File: config.mk
export PLATFORM = sky130hd
export DESIGN_NAME = cu_seq_mem
export DESIGN_NICKNAME = d
export VERILOG_FILES = /design/src/rtl/cu_seq_mem.sv
export SDC_FILE = /design/constraint.sdc
export NUM_CORES = 1
export LEC_CHECK = 0
export CAP_MARGIN = 0
export CORE_ASPECT_RATIO = 0.8
export CORE_MARGIN = 4
export CORE_UTILIZATION = 35
export CTS_CLUSTER_DIAMETER = 30
export CTS_CLUSTER_SIZE = 12
export DETAILED_ROUTE_END_ITERATION = 10
export GPL_ROUTABILITY_DRIVEN = 0
export PLACE_DENSITY = 0.75
export SYNTH_ARGS = -nofsm -noshare
export SYNTH_HDL_FRONTEND = slang
export SYNTH_SLANG_ARGS = --single-unit
export TNS_END_PERCENT = 50
File: constraint.sdc
create_clock -name clk -period 2.5 [get_ports clk]
set_input_delay 0.375 -clock clk [delete_from_list [all_inputs] [get_ports clk]]
set_output_delay 0.375 -clock clk [all_outputs]
set_load 0.05 [all_outputs]
File: src/rtl/cu_seq_mem.sv
// Multi-cycle sequencer for the accumulator CPU: it owns PC/IR/EA, fetches over a
// req/ack port, resolves indirection and strobes the datapath. Outputs are Moore.
//
// state      | meaning
// IDLE       | stopped, PC preset allowed
// FETCH      | read instruction at PC
// DECODE     | classify opcode, latch EA
// INDIRECT   | read pointer at EA
// MEM_EXEC   | memory-reference access (branch: PC<=EA)
// WAIT_EX    | wait for datapath i_ex_done
// ISZ_WB     | write back incremented operand, apply skip
// REG_EXEC   | register-reference strobe until done
// DONE       | one-cycle completion pulse
// HALT       | halted (HLT or illegal), leave when run drops
module cu_seq_mem #(
  parameter int DWIDTH = 16,
  parameter int RESET_PC = 0,
  localparam int AWIDTH = DWIDTH - 4
) (
  input  logic              clk,
  input  logic              reset_n,
  input  logic              i_run,
  input  logic              i_pc_load,
  input  logic [AWIDTH-1:0] i_pc_value,
  output logic              o_mem_req,
  output logic              o_mem_we,
  output logic [AWIDTH-1:0] o_mem_addr,
  input  logic              i_mem_ack,
  input  logic [DWIDTH-1:0] i_mem_rdata,
  output logic              o_op_add,
  output logic              o_op_load,
  output logic              o_op_store,
  output logic              o_op_isz,
  output logic [6:0]        o_rr,
  output logic [7:0]        o_imm,
  input  logic              i_ex_done,
  input  logic              i_skip,
  output logic [AWIDTH-1:0] o_pc,
  output logic [DWIDTH-1:0] o_ir,
  output logic [3:0]        o_state,
  output logic              o_instr_done,
  output logic              o_halted,
  output logic              o_illegal
);

  typedef enum logic [3:0] {
    S_IDLE     = 4'd0,
    S_FETCH    = 4'd1,
    S_DECODE   = 4'd2,
    S_INDIRECT = 4'd3,
    S_MEM_EXEC = 4'd4,
    S_WAIT_EX  = 4'd5,
    S_ISZ_WB   = 4'd6,
    S_REG_EXEC = 4'd7,
    S_DONE     = 4'd8,
    S_HALT     = 4'd9
  } state_t;

  state_t            state_q, state_nx;
  logic [AWIDTH-1:0] pc_q, pc_nx, ea_q, ea_nx;
  logic [DWIDTH-1:0] ir_q, ir_nx;
  logic              skip_q, skip_nx, illegal_q, illegal_nx, gap_q, gap_nx;
  logic              i_bit;
  logic [2:0]        opcode;
  logic              is_add, is_load, is_store, is_branch, is_isz, in_mx;
  logic [6:0]        rr_bits, rr_sel;
  logic              rr_onehot, rr_valid, rr_hlt;
  logic              mem_req, ack_ok;

  assign i_bit     = ir_q[DWIDTH-1];
  assign opcode    = ir_q[DWIDTH-2 -: 3];
  assign is_add    = (opcode == 3'd1);
  assign is_load   = (opcode == 3'd2);
  assign is_store  = (opcode == 3'd3);
  assign is_branch = (opcode == 3'd4);
  assign is_isz    = (opcode == 3'd6);

  // Candidate reg-ref bits in order CLA,CLE,CMA,CIR,CIL,INC,HLT; bits 4:1 must stay clear.
  assign rr_bits   = {ir_q[11], ir_q[10], ir_q[9], ir_q[7], ir_q[6], ir_q[5], ir_q[0]};
  assign rr_onehot = (rr_bits != 7'd0) && ((rr_bits & (rr_bits - 7'd1)) == 7'd0)
                     && (ir_q[4:1] == 4'd0);
  assign rr_valid  = ir_q[8] || rr_onehot;
  assign rr_hlt    = !ir_q[8] && rr_onehot && ir_q[0];
  assign rr_sel    = ir_q[8] ? 7'b0001000 : {rr_bits[6:4], 1'b0, rr_bits[3:1]};

  // gap_q holds req low for one cycle after every accepted access.
  always_comb begin
    mem_req = 1'b0;
    case (state_q)
      S_FETCH, S_INDIRECT, S_ISZ_WB: mem_req = !gap_q;
      S_MEM_EXEC:                    mem_req = !gap_q && !is_branch;
      default:                       mem_req = 1'b0;
    endcase
  end

  assign ack_ok = mem_req && i_mem_ack;

  always_comb begin
    state_nx   = state_q;
    pc_nx      = pc_q;
    ir_nx      = ir_q;
    ea_nx      = ea_q;
    skip_nx    = skip_q;
    illegal_nx = illegal_q;
    gap_nx     = ack_ok;
    case (state_q)
      S_IDLE: begin
        if (i_pc_load) pc_nx = i_pc_value;
        if (i_run) state_nx = S_FETCH;
      end
      S_FETCH: if (ack_ok) begin
        ir_nx    = i_mem_rdata;
        pc_nx    = pc_q + AWIDTH'(1);
        state_nx = S_DECODE;
      end
      S_DECODE: begin
        ea_nx = ir_q[AWIDTH-1:0];
        if (opcode == 3'd7 && !i_bit) state_nx = S_REG_EXEC;
        else if (opcode == 3'd7 || opcode == 3'd0 || opcode == 3'd5) begin
          illegal_nx = 1'b1;
          state_nx   = S_HALT;
        end else if (i_bit) state_nx = S_INDIRECT;
        else state_nx = S_MEM_EXEC;
      end
      S_INDIRECT: if (ack_ok) begin
        ea_nx    = i_mem_rdata[AWIDTH-1:0];
        state_nx = S_MEM_EXEC;
      end
      S_MEM_EXEC: begin
        if (is_branch) begin
          pc_nx    = ea_q;
          state_nx = S_DONE;
        end else if (ack_ok) state_nx = is_store ? S_DONE : S_WAIT_EX;
      end
      S_WAIT_EX: if (i_ex_done) begin
        if (is_isz) begin
          skip_nx  = i_skip;
          state_nx = S_ISZ_WB;
        end else state_nx = S_DONE;
      end
      S_ISZ_WB: if (ack_ok) begin
        if (skip_q) pc_nx = pc_q + AWIDTH'(1);
        state_nx = S_DONE;
      end
      S_REG_EXEC: begin
        if (!rr_valid) begin
          illegal_nx = 1'b1;
          state_nx   = S_HALT;
        end else if (rr_hlt) state_nx = S_HALT;
        else if (i_ex_done) state_nx = S_DONE;
      end
      S_DONE: state_nx = i_run ? S_FETCH : S_IDLE;
      S_HALT: if (!i_run) begin
        illegal_nx = 1'b0;
        state_nx   = S_IDLE;
      end
      default: state_nx = S_IDLE;
    endcase
  end

  always_ff @(posedge clk or negedge reset_n) begin
    if (!reset_n) state_q <= S_IDLE;
    else          state_q <= state_nx;
  end

  always_ff @(posedge clk or negedge reset_n) begin
    if (!reset_n) begin
      pc_q      <= AWIDTH'(RESET_PC);
      ir_q      <= '0;
      ea_q      <= '0;
      skip_q    <= 1'b0;
      illegal_q <= 1'b0;
      gap_q     <= 1'b0;
    end else begin
      pc_q      <= pc_nx;
      ir_q      <= ir_nx;
      ea_q      <= ea_nx;
      skip_q    <= skip_nx;
      illegal_q <= illegal_nx;
      gap_q     <= gap_nx;
    end
  end

  assign in_mx        = (state_q == S_MEM_EXEC) || (state_q == S_WAIT_EX);
  assign o_mem_req    = mem_req;
  assign o_mem_we     = ((state_q == S_MEM_EXEC) && is_store) || (state_q == S_ISZ_WB);
  assign o_mem_addr   = (state_q == S_FETCH) ? pc_q :
                        ((state_q == S_INDIRECT) || (state_q == S_MEM_EXEC) ||
                         (state_q == S_ISZ_WB)) ? ea_q : '0;
  assign o_op_add     = in_mx && is_add;
  assign o_op_load    = in_mx && is_load;
  assign o_op_store   = in_mx && is_store;
  assign o_op_isz     = in_mx && is_isz;
  assign o_rr         = ((state_q == S_REG_EXEC) && rr_valid && !rr_hlt) ? rr_sel : 7'd0;
  assign o_imm        = ir_q[7:0];
  assign o_pc         = pc_q;
  assign o_ir         = ir_q;
  assign o_state      = state_q;
  assign o_instr_done = (state_q == S_DONE);
  assign o_halted     = (state_q == S_HALT);
  assign o_illegal    = illegal_q;

endmodule

### Yosys cells after proc, flatten, opt, wreduce, memory -nomap -nowiden

Index checks and enable logic that the tools add are counted.

* logic and storage cells: 117
* flip-flop bits (word level): 47
* output and inout port bits: 68

* bitwise operators: 1
* multiplexer cells: 36
* reduce and logical (&&, ||, !) cells: 41
* equality and inequality tests: 30
* $add $sub $neg: 2

Operator list (number)
* 2-to-1 mux 12 bit: 8
* 2-to-1 mux 4 bit: 15
* case mux 12 bit (4 select lines): 1
* case mux 4 bit (10 select lines): 1
* inequality test 2 bit (second input constant): 12
* case mux 12 bit (2 select lines): 1
* equality test 4 x 3 -> 1 bit (second input constant): 4
* logical AND 1 bit: 14
* 2-to-1 mux 7 bit: 2
* adder 12 x 1 -> 12 bit (second input constant): 1
* equality test 3 bit (second input constant): 4
* equality test 4 x 2 -> 1 bit (second input constant): 2
* equality test 4 bit (second input constant): 2
* logical NOT 4 bit: 2
* AND reduction 8 bit: 1
* AND 7 bit: 1
* logical NOT 7 bit: 1
* logical OR 1 bit: 7
* nonzero test 7 bit: 1
* subtractor 7 x 1 -> 7 bit (second input constant): 1
* equality test 3 x 2 -> 1 bit (second input constant): 2
* AND reduction 6 bit: 1
* logical NOT 1 bit: 5
* 2-to-1 mux 1 bit: 5
* 15 further kinds: 16

### Longest topological paths before layout

* word-level depth: 10
* depth in mapped cells: 8

### Worst setup path after synthesis

No wires, ideal clock.

* path kind: reg2reg
* start: reg state_q[2] (netlist: o_state[2])
* end: reg state_q[1] (netlist: o_state[1])
* path slack: -0.972 ns
* stages on the path, launching flop included: 8
* buffers on the path: 2
* data arrival time: 3.347 ns
* required time: 2.375 ns
* path through: dfrtp_1 > clkbuf_1 > clkbuf_1 > nor4bb_1 > nand2_1 > o211ai_1 > nor2b_1 > o2bb2ai_1

* elaborated cells on any way between the ends: 23
* those cells by class: 17 x eq/ne; 2 x mux; 4 x reduce/logical

RTL lines
* start: declaration: RTL line 59 `state_t state_q, state_nx;`
* start signal: assignment: RTL line 163 `else state_q <= state_nx;`
* equality test 4 bit *
* via o_halted: RTL line 42 `output logic o_halted,`
* inequality test 2 bit (no source line)
* AND reduction 8 bit (no source line)

The timed path passes the listed nets; every way through them passes the cells marked *.
A chain may end at the register's enable or synchronous reset.

### Final worst setup path

* start: reg ir_q[7] (netlist: o_ir[7])
* end: out o_rr[2]

* longest elaborated chain between the ends: 10
* elaborated cells on any way between the ends: 14
* those cells by class: 1 x add/sub; 2 x mux; 1 x bitwise; 10 x reduce/logical

Ends and longest elaborated chain
* start: declaration: RTL line 61 `logic [DWIDTH-1:0] ir_q, ir_nx;`
* start signal: assignment: RTL line 176 `ir_q <= ir_nx;`
* subtractor 7 x 1 -> 7 bit: RTL line 80 `assign rr_onehot = (rr_bits != 7'd0) && ((rr_bits & (rr_bits - 7'd1)) == 7'd0)`
* AND 7 bit: RTL line 80
* logical NOT 7 bit: RTL line 80
* logical AND 1 bit: RTL line 80
* logical AND 1 bit: RTL line 81 `&& (ir_q[4:1] == 4'd0);`
* logical AND 1 bit (2 in series): RTL line 83 `assign rr_hlt = !ir_q[8] && rr_onehot && ir_q[0];`
* logical NOT 1 bit: RTL line 194 `assign o_rr = ((state_q == S_REG_EXEC) && rr_valid && !rr_hlt) ? rr_sel : 7'd0;`
* logical AND 1 bit: RTL line 194
* 2-to-1 mux 7 bit *: RTL line 194
* end: declaration: RTL line 34 `output logic [6:0] o_rr,`

Every way passes the cells marked *; elsewhere a longest branch is shown, timed or not.

==> metrics.md <==
| Metric | Value |
|---|---|
| Synth area leaders | `dfrtp_1 (38%), mux2_2 (6.2%), o21ai_0 (4.6%)` |
| Antenna Nets Post-Route | `0` |
| Antenna diodes | `0` |
| Sequential share of the synthesized area | `approximately two fifths` |
| Wire length of the first global-routing pass | `15200 um` |
| Number of detailed-route iterations in the first pass | `5` |
| Cells after synthesis | `roughly 340` |
| Most common cell in the synthesized netlist | `dfrtp_1` |
| Vias per inst | `between 5 and 6` |
| Clock H-tree levels | `2` |
| Synth Flop Type | `dfrtp_1` |
| Count of nets after finishing | `486` |
| Antenna violations before repair | `0` |
| Violations in the final reports | `setup timing` |
| Data required time of the worst path | `2120 ps` |
| WL per Instance | `between 15 and 20 um` |
| Grt ovf | `0` |
| Largest driver fanout on the critical path | `6` |
| Number of setup violations in the final report | `6` |
| Warning count from the yosys run | `0` |
| Number of register bits inferred by synthesis | `47` |
| Clock Tree Root | `clkbuf_8` |
| Source-to-sink clock delay at the later pin of the worst-skew pair | `approximately 300 ps` |
| Worst Setup End Kind | `output pin` |
| Filler cell count in the final layout | `between 700 and 800` |
| Mean post-synth cell area | `~9 um2` |
| Width of the die | `between 100 and 150 um` |
| Crit share post-route | `113%` |
| Storage element area | `about 1200 um2` |
| IO Count | `103` |
| Area growth from synthesis to layout | `53.3%` |
| Buffers on Ports | `between 100 and 150` |
| CP arrival | `roughly 2500 ps` |
| Area fraction of the dominant cell type after synthesis | `roughly two fifths` |
| HP Class | `in -> async` |
| Setup ws final | `-323 ps` |
| Number of cells on the worst reg-to-reg path | `6` |
| CTS tree | `built` |
| DRC errors left | `0` |
| Sum of negative setup slack | `-1810 ps` |
| Final Max Slew Viols | `0` |
| Distinct cells, synth | `a little over 60` |
| Slew HR | `about three fifths` |
| Hold-fix buffer count after cts | `0` |
| Total track usage | `a little under a fifth` |
| Maximum count of clock buffers along a single path | `2` |
| Netlist area before placement | `~3000 um2` |
| Post-route clock skew | `between 10 and 15 ps` |
| Pin count of the biggest net entering global routing | `26` |
| Sort of element at the start of the critical path | `flop` |
| Initial core utilization | `approximately 36%` |
| Critical path origin | `o_ir[7]` |
| Number of enable-type register cells in the synthesized netlist | `0` |
| Clock edge transition at the registers on the reported setup and hold paths | `roughly 100 ps` |
| Unrepaired setup endpoints after global routing | `true` |
| Worst r2r dst | `o_state[0]` |
| Detailed Route WL | `roughly 9600 um` |
| Top cell type by total area after synthesis | `dfrtp_1` |
| Site Rows | `30` |
| Overall die area | `about 10000 um2` |
| Final critical delay including setup and external delays | `about 2800 ps` |
| Number of maximum-capacitance constraint violations | `0` |
| Starting DRT DRC Count | `215` |
| Flop2flop setup slack | `roughly 90 ps` |
| Worst-margin pin slew | `577 ps` |
| Synthesized Nets | `377` |
| Fraction of registers with async set/reset | `between 90% and 100%` |
| Final Hold Violating Endpoints | `0` |
| Synth top cells by count | `dfrtp_1 (47), nor2_1 (36), o21ai_0 (28)` |
| Result of the run | `finished with violations` |
| CTS sink cnt | `47` |
| Timing-limited maximum frequency | `354 MHz` |
| Number of clock buffers inserted by TritonCTS | `5` |
| Final hold slack | `roughly 53 ps` |
| Startpoint of the worst-slack reg-to-reg timing path | `o_ir[7]` |
| Via count of the first global-routing pass | `slightly below 3000` |
| Share of final-layout standard cells stronger than drive strength 1 | `roughly a quarter` |
| DIE HEIGHT | `91.9 um` |
| Core area | `around 8500 um2` |
| Number of vias after detailed routing | `3137` |
| HPWL reported at the end of detailed placement | `between 7000 and 8000 um` |
| Critical path type | `reg -> out` |
| Area of the multi-input gates | `1790 um2` |
critical path: stages, from the launching register on:
cell	delay, ps
dfrtp_2	410
or3_4	380
or4_4	420
a2111o_1	440
nor2_4	170
and2_2	190
buf_12	130
worst max-delay path by stage:
| stage | end | cells after the start |
|---|---|---|
| 3_5_place_dp | o_rr[2] | 6 |
| 6_report | o_rr[2] | 6 |
| 2_1_floorplan | o_op_load | 4 |
| 5_1_grt | o_rr[2] | 6 |
| 4_1_cts | o_rr[2] | 6 |
| 3_3_place_gp | o_rr[2] | 6 |
per-stage QoR:
step,std cells,util (%),setup slack (ps),cell area (um2)
2_1_floorplan,341,-,-389,3130
3_3_place_gp,552,54.0,21.9,4600
3_5_place_dp,552,54.0,-27.6,4600
4_1_cts,561,55.1,-347,4690
5_1_grt,563,55.4,-427,4720
6_report,563,55.4,-323,4720
repair_timing:
action,CTS,global route
pin swaps,5,1
buffers inserted,1,1
cloned,0,1
gates resized for setup,0,7
endpoints found under the setup margin,6,21
layer usage:
metal	up-vias	part of all wire [%]	global-route usage, %
met5	-	0	0
met4	0	0.46	3.50
met3	4	7.8	4.29
met2	137	46	27.1
met1	1508	46	26.5
li1	1488	-	-
state kept, by name, indices dropped and copies added, names as in the netlist:
register   count
ea_q          12
o_pc          12
o_ir          16
skip_q         1
o_illegal      1
gap_q          1
o_state        4
cells in the final DEF (no fill, tap or decap), types with 4 or more instances in the layout:
cell	Yosys	layout
mux2_2	17	17
nor2b_1	5	5
nor3_1	8	7
nand3b_1	4	4
nand3_1	5	5
buf_4	8	32
clkdlybuf4s50_1	0	74
and2_4	0	5
a22o_1	12	12
clkbuf_8	0	5
and3_1	6	6
inv_1	8	8
dfrtp_1	47	43
a31oi_1	7	7
nor2_1	36	35
nand2b_1	7	7
nand2_1	12	12
a21oi_1	26	26
mux2i_1	12	12
dfrtp_2	0	4
a222oi_1	5	5
o21ai_0	28	28
nor3b_1	5	4
buf_12	0	25
a221oi_1	4	4
logic make-up (layout without fill, tap and decap cells):
family / Yosys count / count (layout) / share of synthesized area (%)
AOI/OAI and AO/OA: 109 / 109 / 23.6
xor gates and xnor gates: 2 / 2 / 0.569
adders and majority gates: 2 / 2 / 0.731
buffers and inverters: 39 / 149 / 5.85
DFF: 47 / 47 / 38.2
muxes: 29 / 29 / 10.1
and+or+nand+nor: 113 / 113 / 20.9
layout make-up:
cell class | instances | area share, %
clock inverter | 2 | 0.292
timing repair buffer | 133 | 31.7
clock buffer | 6 | 1.54
inverter | 8 | 0.636
multi-input combinational | 255 | 37.8
sequential | 47 | 25.0
tap | 112 | 2.97
Power is left out: the tool's default activity adds up to more than one toggle a clock period on the data nets, which glitch-free logic cannot reach.
